### src/rtl/mult_radix4_sequencer.sv
// mult_radix4_sequencer: iterative unsigned radix-4 multiplier.
// Takes one operand pair over a valid/ready handshake. Retires one radix-4
// digit of the multiplier per cycle into a 2*WIDTH-bit accumulator, then
// holds the product until the downstream valid/ready handshake completes.
// Optional build macro: MULT_RADIX4_EARLY_TERM_EN. When it is defined, the
// operation finishes as soon as the remaining multiplier bits are all zero.
module mult_radix4_sequencer #(
    parameter int WIDTH = 32
) (
    input  logic               clk,
    input  logic               rst,
    input  logic               in_valid,
    output logic               in_ready,
    input  logic [WIDTH-1:0]   op_a,
    input  logic [WIDTH-1:0]   op_b,
    output logic               out_valid,
    input  logic               out_ready,
    output logic [2*WIDTH-1:0] product,
    output logic               busy
);

    localparam int KW = $clog2(WIDTH / 2);
    localparam logic [KW-1:0] K_LAST = KW'(WIDTH / 2 - 1);

    typedef enum logic [1:0] {
        IDLE,
        RUN,
        DONE
    } state_t;

    state_t             state;
    state_t             state_next;
    logic [WIDTH-1:0]   a_reg;
    logic [WIDTH+1:0]   a3_reg;
    logic [WIDTH-1:0]   b_reg;
    logic [KW-1:0]      k;
    logic [2*WIDTH-1:0] acc;
    logic [2*WIDTH-1:0] product_reg;

    logic [WIDTH+1:0]   pp;
    logic [2*WIDTH-1:0] pp_shifted;
    logic [2*WIDTH-1:0] acc_sum;
    logic               last_digit;
    logic               accept;

    assign accept    = in_valid && (state == IDLE);
    assign in_ready  = (state == IDLE);
    assign out_valid = (state == DONE);
    assign busy      = (state != IDLE);
    assign product   = product_reg;

    // Select the partial product for the current multiplier digit.
    always_comb begin
        // NOTE: every always_comb output gets a default first, so no path can infer a latch.
        pp = '0;
        unique case (b_reg[1:0])
            2'd0: pp = '0;
            2'd1: pp = {2'b00, a_reg};
            2'd2: pp = {1'b0, a_reg, 1'b0};
            2'd3: pp = a3_reg;
        endcase
    end

    // Align the partial product to digit k. Truncation to 2*WIDTH bits is lossless.
    assign pp_shifted = {{(WIDTH - 2){1'b0}}, pp} << {k, 1'b0};
    assign acc_sum    = acc + pp_shifted;

`ifdef MULT_RADIX4_EARLY_TERM_EN
    assign last_digit = (k == K_LAST) || (b_reg[WIDTH-1:2] == '0);
`else
    assign last_digit = (k == K_LAST);
`endif

    // State register.
    always_ff @(posedge clk or posedge rst) begin
        // NOTE: sequential state uses non-blocking assignments only, so every register samples pre-edge values.
        if (rst) state <= IDLE;
        else     state <= state_next;
    end

    // Next-state logic.
    always_comb begin
        state_next = state;
        unique case (state)
            IDLE: if (in_valid)   state_next = RUN;
            RUN:  if (last_digit) state_next = DONE;
            DONE: if (out_ready)  state_next = IDLE;
            default:              state_next = IDLE;
        endcase
    end

    // Datapath: latch operands on accept, retire one digit per RUN cycle.
    always_ff @(posedge clk or posedge rst) begin
        // NOTE: these are plain registers, not a memory array, so all of them are cleared by reset.
        if (rst) begin
            a_reg       <= '0;
            a3_reg      <= '0;
            b_reg       <= '0;
            k           <= '0;
            acc         <= '0;
            product_reg <= '0;
        end else if (accept) begin
            a_reg  <= op_a;
            a3_reg <= {2'b00, op_a} + {1'b0, op_a, 1'b0};
            b_reg  <= op_b;
            k      <= '0;
            acc    <= '0;
        end else if (state == RUN) begin
            acc   <= acc_sum;
            b_reg <= b_reg >> 2;
            k     <= k + 1'b1;
            if (last_digit) product_reg <= acc_sum;
        end
    end

endmodule

### config.mk
export PLATFORM = sky130hd
export DESIGN_NAME = mult_radix4_sequencer
export DESIGN_NICKNAME = d
export VERILOG_FILES = /design/src/rtl/mult_radix4_sequencer.sv
export SDC_FILE = /design/constraint.sdc
export NUM_CORES = 1
export LEC_CHECK = 0
export BUFFER_PORTS_ARGS = -buffer_cell sky130_fd_sc_hd__buf_4
export CAP_MARGIN = 20
export CORE_ASPECT_RATIO = 0.6
export CORE_MARGIN = 2
export CORE_UTILIZATION = 66
export CTS_CLUSTER_DIAMETER = 120
export CTS_CLUSTER_SIZE = 16
export DETAILED_ROUTE_END_ITERATION = 12
export PLACE_DENSITY = 0.87
export SETUP_SLACK_MARGIN = 0.2
export SLEW_MARGIN = 20
export SYNTH_ARGS = -nofsm -noshare
export SYNTH_HDL_FRONTEND = slang
export SYNTH_SLANG_ARGS = --single-unit
### constraint.sdc
create_clock -name clk -period 16.2 [get_ports clk]
set_input_delay 3.24 -clock clk [delete_from_list [all_inputs] [get_ports clk]]
set_output_delay 3.24 -clock clk [all_outputs]
set_load 0.02 [all_outputs]
==> results.md, run 1 <==
- Result of the run: finished, final reports clean
- Hold buffer count at CTS: 0
- Number of library cell types mapped by synthesis: 80
- Share of Yosys cell area claimed by the top area cell type: between 30% and 40%
- GRT overflow: 0
- CTS H-tree depth: 1
- Fmax: between 0.15 and 0.2 GHz
- Commonest cells after routing, fill and taps aside: 361 x sky130_fd_sc_hd__nand2_1, 230 x sky130_fd_sc_hd__dfrtp_1, 221 x sky130_fd_sc_hd__o21ai_0
- Die Width: between 200 and 250 µm
- Synth Flop Type: sky130_fd_sc_hd__dfrtp_1
- Root Driver: sky130_fd_sc_hd__clkbuf_16
- Number of post-CTS setup repair buffers: 0
- Commonest non-fill, non-tap cell in the layout: sky130_fd_sc_hd__nand2_1
- Instance count of the mapped netlist: about 2000
- Main area contributors after synthesis: sky130_fd_sc_hd__dfrtp_1 36%, sky130_fd_sc_hd__nand2_1 8.4%, sky130_fd_sc_hd__ha_1 7.5%, sky130_fd_sc_hd__o21ai_0 6.8%, sky130_fd_sc_hd__mux2i_1 4.9%
- Minimum clock period: ~5900 ps
- Worst skew pair latency: 520 ps
- Clk network pwr share: under 10%
- Internal cell power: between 0.002 and 0.0025 W
- Maximum fanout along the worst path: 6
- Peak supply drop: between 0.0001 and 0.00015 V
- Area growth from synthesis to layout: 9.905%
- Part of the power in registers: about a quarter
- I/O pin count: between 100 and 150
- Finish-stage setup viols: 0
- Most area-hungry cell type in the Yosys netlist: sky130_fd_sc_hd__dfrtp_1
- Pin count of the biggest net entering global routing: 130
- Fin Hold WS: roughly 480 ps
- Slew at the pin closest to its max-slew limit: 1073 ps
- Number of storage elements in the synthesis netlist: between 200 and 250
- Max-slew headroom: ~28%
- Switching part of the total: just over 50%
- Antenna violations before repair: 0
- Sequential fraction of the synthesis area: a little over a third
- Vias post-DR: 15169
- Total Routed Length: ~45 mm
- Kind of capture point of the worst setup path: flop
- Vias per cell: between 6 and 7
- First-pass iteration count of the detailed router: 6
- TritonCTS buffer count: 18
- Unrepaired setup endpoints after global routing: no
- Via count of the first global-routing pass: between 10000 and 15000
- Last weighted congestion value of the routability-driven placer: a little under 1
- Startpoint-to-endpoint class of the critical path: primary input to flop
- Reported leakage power: between 8 and 9 nW
- ANT cells: 0
- Final core area utilization: 73.93%
- Total DRC errors in the routed layout: 0
- Total routing resource utilization after global routing: about a third
- Net switching power: between 0.002 and 0.0025 W
- Core box area: about 24000 µm²
- Post-synthesis area per instance: 8.277 µm²
- Post-route cell area: around 18000 µm²
- Netlist area before placement: 16260 µm²
- Crit share post-route: 36.12%
- Post-Syn Nets: ~2100
- Startpoint Class: primary input
- Hold crit path type: flop to flop
- CTS sink count: around 230
- Maximum Capacitance Violations: 0
- Share of synthesized registers carrying an async set or reset: 100.0%
- Worst-case clock buffer depth: 3
- Dpl cell area: 17370 µm²
- Yosys synthesis warning count: 0
- Global-route wire length before repair: roughly 72 mm
- Vertical die dimension: 125.6 µm
- Max-slew violation total from the final report: 0
- Std-Cell Rows: 44
- Count of flip-flops with a built-in enable after synthesis: 0
- Setup TNS: 0 ps
- Ratio of cells with drive above 1 in the final layout: about 12%
- Nets@finish: ~2200
- Total die area: between 20000 and 30000 µm²
- Number of instances on the worst hold path: 2
- Worst clock skew: about 15 ps
- Effective utilization at floorplan: between 60 and 70%
- Remaining number of nets flagged by the antenna check after routing: 0
- Count of input and output buffers: approximately 130
- Placed wire-length estimate after detailed placement: 33.30 mm
- Final Hold Vio Count: 0
- CTS tree: built
- WP data arrival: ~6200 ps
- Clock transition at path regs: about 80 ps
- Avg WL per Cell: 19.31 µm
- DRC marker count from the first detailed-route iteration: between 1500 and 2000
- Combinational power share: 66.3%
- Count of cells along the worst register-to-register path: 16
- WP data required: between 15000 and 20000 ps
- Power Density: 245.8 nW/µm²
- CTS-repair resized insts: 0
-- per-stage QoR --
step           setup WS [ps]  cells  total power, W
3_5_place_dp            9940   2317        0.003879
4_1_cts                10470   2338        0.004321
2_1_floorplan           6627   1964        0.003105
5_1_grt                10220   2338        0.004730
3_3_place_gp           10110   2317        0.003791
6_report               10350   2338        0.004392
-- Yosys cell counts (3+ instances only) --
library cell and instances:
sky130_fd_sc_hd__a211oi_1 5, sky130_fd_sc_hd__a21o_1 38, sky130_fd_sc_hd__a21oi_1 128, sky130_fd_sc_hd__a22o_1 31, sky130_fd_sc_hd__a22oi_1 32, sky130_fd_sc_hd__a31oi_1 16
sky130_fd_sc_hd__a41oi_1 3, sky130_fd_sc_hd__and2_1 8, sky130_fd_sc_hd__and3_1 10, sky130_fd_sc_hd__and4_1 4, sky130_fd_sc_hd__buf_1 16, sky130_fd_sc_hd__clkbuf_1 97
sky130_fd_sc_hd__dfrtp_1 231, sky130_fd_sc_hd__ha_1 97, sky130_fd_sc_hd__inv_1 41, sky130_fd_sc_hd__mux2_2 33, sky130_fd_sc_hd__mux2i_1 80, sky130_fd_sc_hd__nand2_1 363
sky130_fd_sc_hd__nand2b_1 18, sky130_fd_sc_hd__nand3_1 91, sky130_fd_sc_hd__nand3b_1 3, sky130_fd_sc_hd__nand4_1 20, sky130_fd_sc_hd__nand4b_1 3, sky130_fd_sc_hd__nor2_1 101
sky130_fd_sc_hd__nor2b_1 11, sky130_fd_sc_hd__nor3_1 31, sky130_fd_sc_hd__nor4_1 5, sky130_fd_sc_hd__o2111ai_1 3, sky130_fd_sc_hd__o211ai_1 4, sky130_fd_sc_hd__o21a_1 22
sky130_fd_sc_hd__o21ai_0 221, sky130_fd_sc_hd__o21ai_1 5, sky130_fd_sc_hd__o21bai_1 15, sky130_fd_sc_hd__o221ai_1 3, sky130_fd_sc_hd__o22a_1 3, sky130_fd_sc_hd__o22ai_1 14
sky130_fd_sc_hd__o31a_1 4, sky130_fd_sc_hd__o31ai_1 24, sky130_fd_sc_hd__or3_1 7, sky130_fd_sc_hd__or4_1 3, sky130_fd_sc_hd__xnor2_1 37, sky130_fd_sc_hd__xor2_1 36
-- power groups by stage --
stage                     Sequential (W)  Clock [W]  Combinational [W]
after floorplan                  0.00104          0            0.00206
after global placement           0.00104          0            0.00275
after detailed placement         0.00106          0            0.00282
after CTS                        0.00105   0.000427            0.00284
after global routing             0.00109   0.000449            0.00320
final                            0.00105   0.000425            0.00291
-- logic make-up (layout without fill, tap and decap cells) --
kind of cell	Yosys count	count (layout)	synth area share, %
mux	113	113	7.212
xor+xnor	73	73	3.933
compound gates	605	605	23.40
fa+ha+maj	99	99	7.712
buf+inv	158	210	3.671
simple gates	685	685	18.52
flops	231	231	35.56
-- area by class of cell --
type,instances,area (µm²)
Clock buffer,20,479.2
Fill cell,1826,6301
Tap cell,322,402.9
Sequential cell,231,5782
Multi-Input combinational cell,1575,9916
Timing Repair Buffer,147,1111
Clock inverter,1,11.26
Inverter,42,165.2
-- worst paths after layout --
path                            startpoint          end  slack, ps
worst max register to register        k[1]  product[38]      10730
worst min register to register   a3_reg[3]    a3_reg[3]        480
worst min-delay path             a3_reg[3]    a3_reg[3]        480
max in group asynchronous              rst    b_reg[17]      11940
worst max-delay path               op_a[6]   a3_reg[30]      10350
min in group asynchronous              rst   product[4]       2820
-- routing by layer --
layer	track usage (%)	wire (µm)	vias up
met5	0	0	-
met4	5.294	567	0
met3	8.811	4904	58
met2	49.85	18900	769
met1	53.71	20780	7189
li1	-	-	7153
-- worst max-delay path, stage by stage --
cell                        delay [ps]
sky130_fd_sc_hd__buf_4             130
sky130_fd_sc_hd__ha_1              370
sky130_fd_sc_hd__a2111oi_0         460
sky130_fd_sc_hd__o21ai_0           340
sky130_fd_sc_hd__a22oi_1           300
sky130_fd_sc_hd__a21oi_1           200
sky130_fd_sc_hd__a41oi_1           650
sky130_fd_sc_hd__o211ai_1          280
sky130_fd_sc_hd__xnor2_1           180
sky130_fd_sc_hd__o21ai_0            80
Power figures use the tool's default switching activity.
==> inputs of run 2 (changes only) <==
--- a/config.mk
+++ b/config.mk
@@ -5,15 +5,16 @@
 export SDC_FILE = /design/constraint.sdc
 export NUM_CORES = 1
 export LEC_CHECK = 0
+export ABC_AREA = 1
 export BUFFER_PORTS_ARGS = -buffer_cell sky130_fd_sc_hd__buf_4
 export CAP_MARGIN = 20
 export CORE_ASPECT_RATIO = 0.6
 export CORE_MARGIN = 2
-export CORE_UTILIZATION = 66
+export CORE_UTILIZATION = 56
 export CTS_CLUSTER_DIAMETER = 120
 export CTS_CLUSTER_SIZE = 16
 export DETAILED_ROUTE_END_ITERATION = 12
-export PLACE_DENSITY = 0.87
+export PLACE_DENSITY = 0.78
 export SETUP_SLACK_MARGIN = 0.2
 export SLEW_MARGIN = 20
 export SYNTH_ARGS = -nofsm -noshare
==> constraint.sdc (replaced) <==
create_clock -name clk -period 5.2 [get_ports clk]
set_input_delay 1.04 -clock clk [delete_from_list [all_inputs] [get_ports clk]]
set_output_delay 1.04 -clock clk [all_outputs]
set_load 0.02 [all_outputs]
==> results.md, run 2 <==
- Remaining number of nets flagged by the antenna check after routing: 0 (unchanged)
- Synth Flop Type: sky130_fd_sc_hd__dfrtp_1
- First-pass iteration count of the detailed router: 7 (+1)
- Global Route met3 Usage: 13.76% (+5.0 points)
- Final Hold Vio Count: 0 (unchanged)
- Count of cells along the worst register-to-register path: 19 (+3)
- TritonCTS buffer count: 18 (unchanged)
- Max-slew headroom: 34.65% (+6.2 points)
- Area used by sequential logic in the layout: 5781 µm² (about the same)
- DRC marker count from the first detailed-route iteration: 2697 (+64%)
- GRT overflow: 0 (unchanged)
- Met2 Resource Use GR: 51.57% (+1.7 points)
- Worst R2R Start: b_reg[0]
- Unrepaired setup endpoints after global routing: no
- Finish-stage setup viols: 0 (unchanged)
- Via count of the first global-routing pass: 18557 (+35%)
- Total DRC errors in the routed layout: 0 (unchanged)
- Met1 Resource Use GR: 60.05% (+6.3 points)
- Ratio of cells with drive above 1 in the final layout: 7.127% (-4.5 points)
- Last weighted congestion value of the routability-driven placer: 1.019 (+5.8%)
- Final instance count without filler cells: 3588 (+53%)
- Capture endpoint of the worst hold path: product[1]
- Hold buffer count at CTS: 0 (unchanged)
- Total die area: 35360 µm² (+36%)
- Commonest cells after routing, fill and taps aside: 1291 x sky130_fd_sc_hd__nand2_1, 423 x sky130_fd_sc_hd__inv_1, 249 x sky130_fd_sc_hd__nand3_1
- I/O pin count: 135 (unchanged)
- Global-route wire length before repair: 105.4 mm (+46%)
- Worst clock skew: 25.80 ps (+10.39 ps)
- Area growth from synthesis to layout: 9.796% (about the same)
- Cell family with the largest share of critical-path delay: simple AND/OR/NAND/NOR gates
- CTS tree: built
- CP bufs+invs: 1 (unchanged)
- Number of placed instances, taps included: 3567 (+54%)
- Share of Yosys cell area claimed by the top area cell type: 30.52% (-5.0 points)
- Root Driver: sky130_fd_sc_hd__clkbuf_16
- Core box area: 33510 µm² (+39%)
- Vertical die dimension: 146.5 µm (+17%)
- Netlist area before placement: 18940 µm² (+17%)
- Number of storage elements in the synthesis netlist: 231 (unchanged)
- Hold crit path type: flop to flop
- Worst-case clock buffer depth: 3 (unchanged)
- Pin count of the biggest net entering global routing: 126 (-3.1%)
- Worst skew pair latency: 540 ps (+20 ps)
- Clock transition at path regs: 80 ps (about the same)
- Reg-to-reg critical path endpoint: product[38]
- Number of library cell types mapped by synthesis: 49 (-39%)
- Vias post-DR: 20638 (+36%)
- Most used standard cell by instance count after synthesis: sky130_fd_sc_hd__nand2_1
- Vias per cell: 5.752 (-11%)
- Maximum fanout along the worst path: 15 (+9)
- Area of the multi-input gates: 11130 µm² (+12%)
- Leading post-synthesis cells by instance count: 1292 x sky130_fd_sc_hd__nand2_1, 424 x sky130_fd_sc_hd__inv_1, 249 x sky130_fd_sc_hd__nand3_1
- Minimum clock period: 4666 ps
- Critical path's largest stage delay: 490 ps (-160 ps)
- Yosys synthesis warning count: 0 (unchanged)
- CTS sink count: 231 (unchanged)
- Number of instances on the worst hold path: 2 (unchanged)
- Post-Syn Nets: 3215 (+51%)
- Total Routed Length: 68.98 mm (+53%)
- Main area contributors after synthesis: sky130_fd_sc_hd__dfrtp_1 31%, sky130_fd_sc_hd__nand2_1 26%, sky130_fd_sc_hd__inv_1 8.4%, sky130_fd_sc_hd__nand3_1 6.6%, sky130_fd_sc_hd__ha_1 6.4%
- Filler instances: 3268 (+79%)
- ANT cells: 0 (unchanged)
- Cell Chain, Critical Path: inv_2, nand2_1, o211ai_1, or2_2, o211ai_1, nand3_1, nand3_1, o21ai_0, ha_1, nand2_1, nor2_1, nand2_1, nor2_1, nand2_1, nand3_1, nand3_1, nand3b_1, nand3_1, nand2_1
- Kind of capture point of the worst setup path: flop
- R2R setup slack: 530 ps (-10200 ps)
- Startpoint Class: flop
- Total routing resource utilization after global routing: 38.87% (+4.1 points)
- Most area-hungry cell type in the Yosys netlist: sky130_fd_sc_hd__dfrtp_1
- Die Width: 241.4 µm (+17%)
- Nets@finish: 3296 (+51%)
- Maximum Capacitance Violations: 0 (unchanged)
- Setup TNS: 0 ps (unchanged)
- CTS H-tree depth: 1 (unchanged)
- Antenna violations before repair: 1 (+1)
- Count of flip-flops with a built-in enable after synthesis: 0 (unchanged)
- Cell at the slowest stage of the critical path: sky130_fd_sc_hd__nand2_1
- Effective utilization at floorplan: 56.53% (-11 points)
- Post-synthesis area per instance: 6.215 µm² (-25%)
- Result of the run: finished, final reports clean
- Commonest non-fill, non-tap cell in the layout: sky130_fd_sc_hd__nand2_1
- Slew at the pin closest to its max-slew limit: 980.2 ps (-92.90 ps)
- WP data required: 5670 ps (-10920 ps)
- Launch point of the worst hold path: product[1]
- Avg WL per Cell: 19.23 µm (-0.45%)
- Max-slew violation total from the final report: 0 (unchanged)
- Placed wire-length estimate after detailed placement: 55.69 mm (+67%)
- Busiest metal layer after global routing: met1
- Share of synthesized registers carrying an async set or reset: 100.0% (unchanged)
- Instance count of the mapped netlist: 3048 (+55%)
- Fmax: 0.2143 GHz
- Std-Cell Rows: 52 (+18%)
- Startpoint-to-endpoint class of the critical path: flop to flop
- Sequential fraction of the synthesis area: 30.52% (-5.0 points)
- WP data arrival: 5130 ps (-1110 ps)
- Count of input and output buffers: 134 (unchanged)
- Crit share post-route: around nine tenths
[run 2: cells by family after synthesis]
family / synth area share [%]
AND/OR/NAND/NOR: 39.59
adder cells (fa/ha/maj): 6.619
flip-flops: 30.52
buffers and inverters: 10.89
AO/OA/AOI/OAI: 10.35
XOR/XNOR: 1.757
multiplexers: 0.2840
[run 2: stage by stage]
| stage | utilization [%] | setup slack [ps] | hold WS (ps) | area, µm² |
|---|---|---|---|---|
| final | 62.07 | 534.3 | 486.0 | 20800 |
| after global routing | 62.07 | 280.7 | 509.7 | 20800 |
| after CTS | 61.97 | 785.7 | 488.7 | 20760 |
| after detailed placement | 60.52 | 795.5 | 467.5 | 20280 |
| after global placement | 60.52 | 937.9 | 456.5 | 20280 |
| after floorplan | - | 1138 | 449.4 | 18950 |
[run 2: worst min-delay path, stage by stage, from the launching register on]
cell,delay (ps)
sky130_fd_sc_hd__dfrtp_1,350
sky130_fd_sc_hd__nand2_1,60
sky130_fd_sc_hd__nand2_1,50
[run 2: layout make-up]
class	count	area share, %
Multi-Input combinational cell	2290	53.50
Sequential cell	231	27.79
Inverter	432	7.815
Timing Repair Buffer	156	5.788
Tap cell	459	2.761
Clock buffer	19	2.286
Clock inverter	1	0.05415
[run 2: worst max path at each step]
stage,from,endpoint,cells after the start
final,b_reg[0],product[38],19
after global routing,b_reg[0],product[38],20
after CTS,b_reg[0],product[58],20
after detailed placement,b_reg[0],product[58],20
after global placement,b_reg[0],product[58],20
after floorplan,rst,a3_reg[10],1
[run 2: routing by layer]
metal,vias to the layer above,routed length (µm)
met4,0,1328
met2,1158,26040
met5,-,0
met3,81,9579
met1,9614,32030
li1,9785,-
[run 2: what timing repair did]
action | CTS | global route
resized for setup | 0 | 1
endpoints found under the hold margin | 0 | 0
buffers inserted | 0 | 0
endpoints found under the setup margin | 0 | 1
Power of run 2 is left out: the tool's default activity adds up to more than one toggle a clock period on the data nets, which glitch-free logic cannot reach.
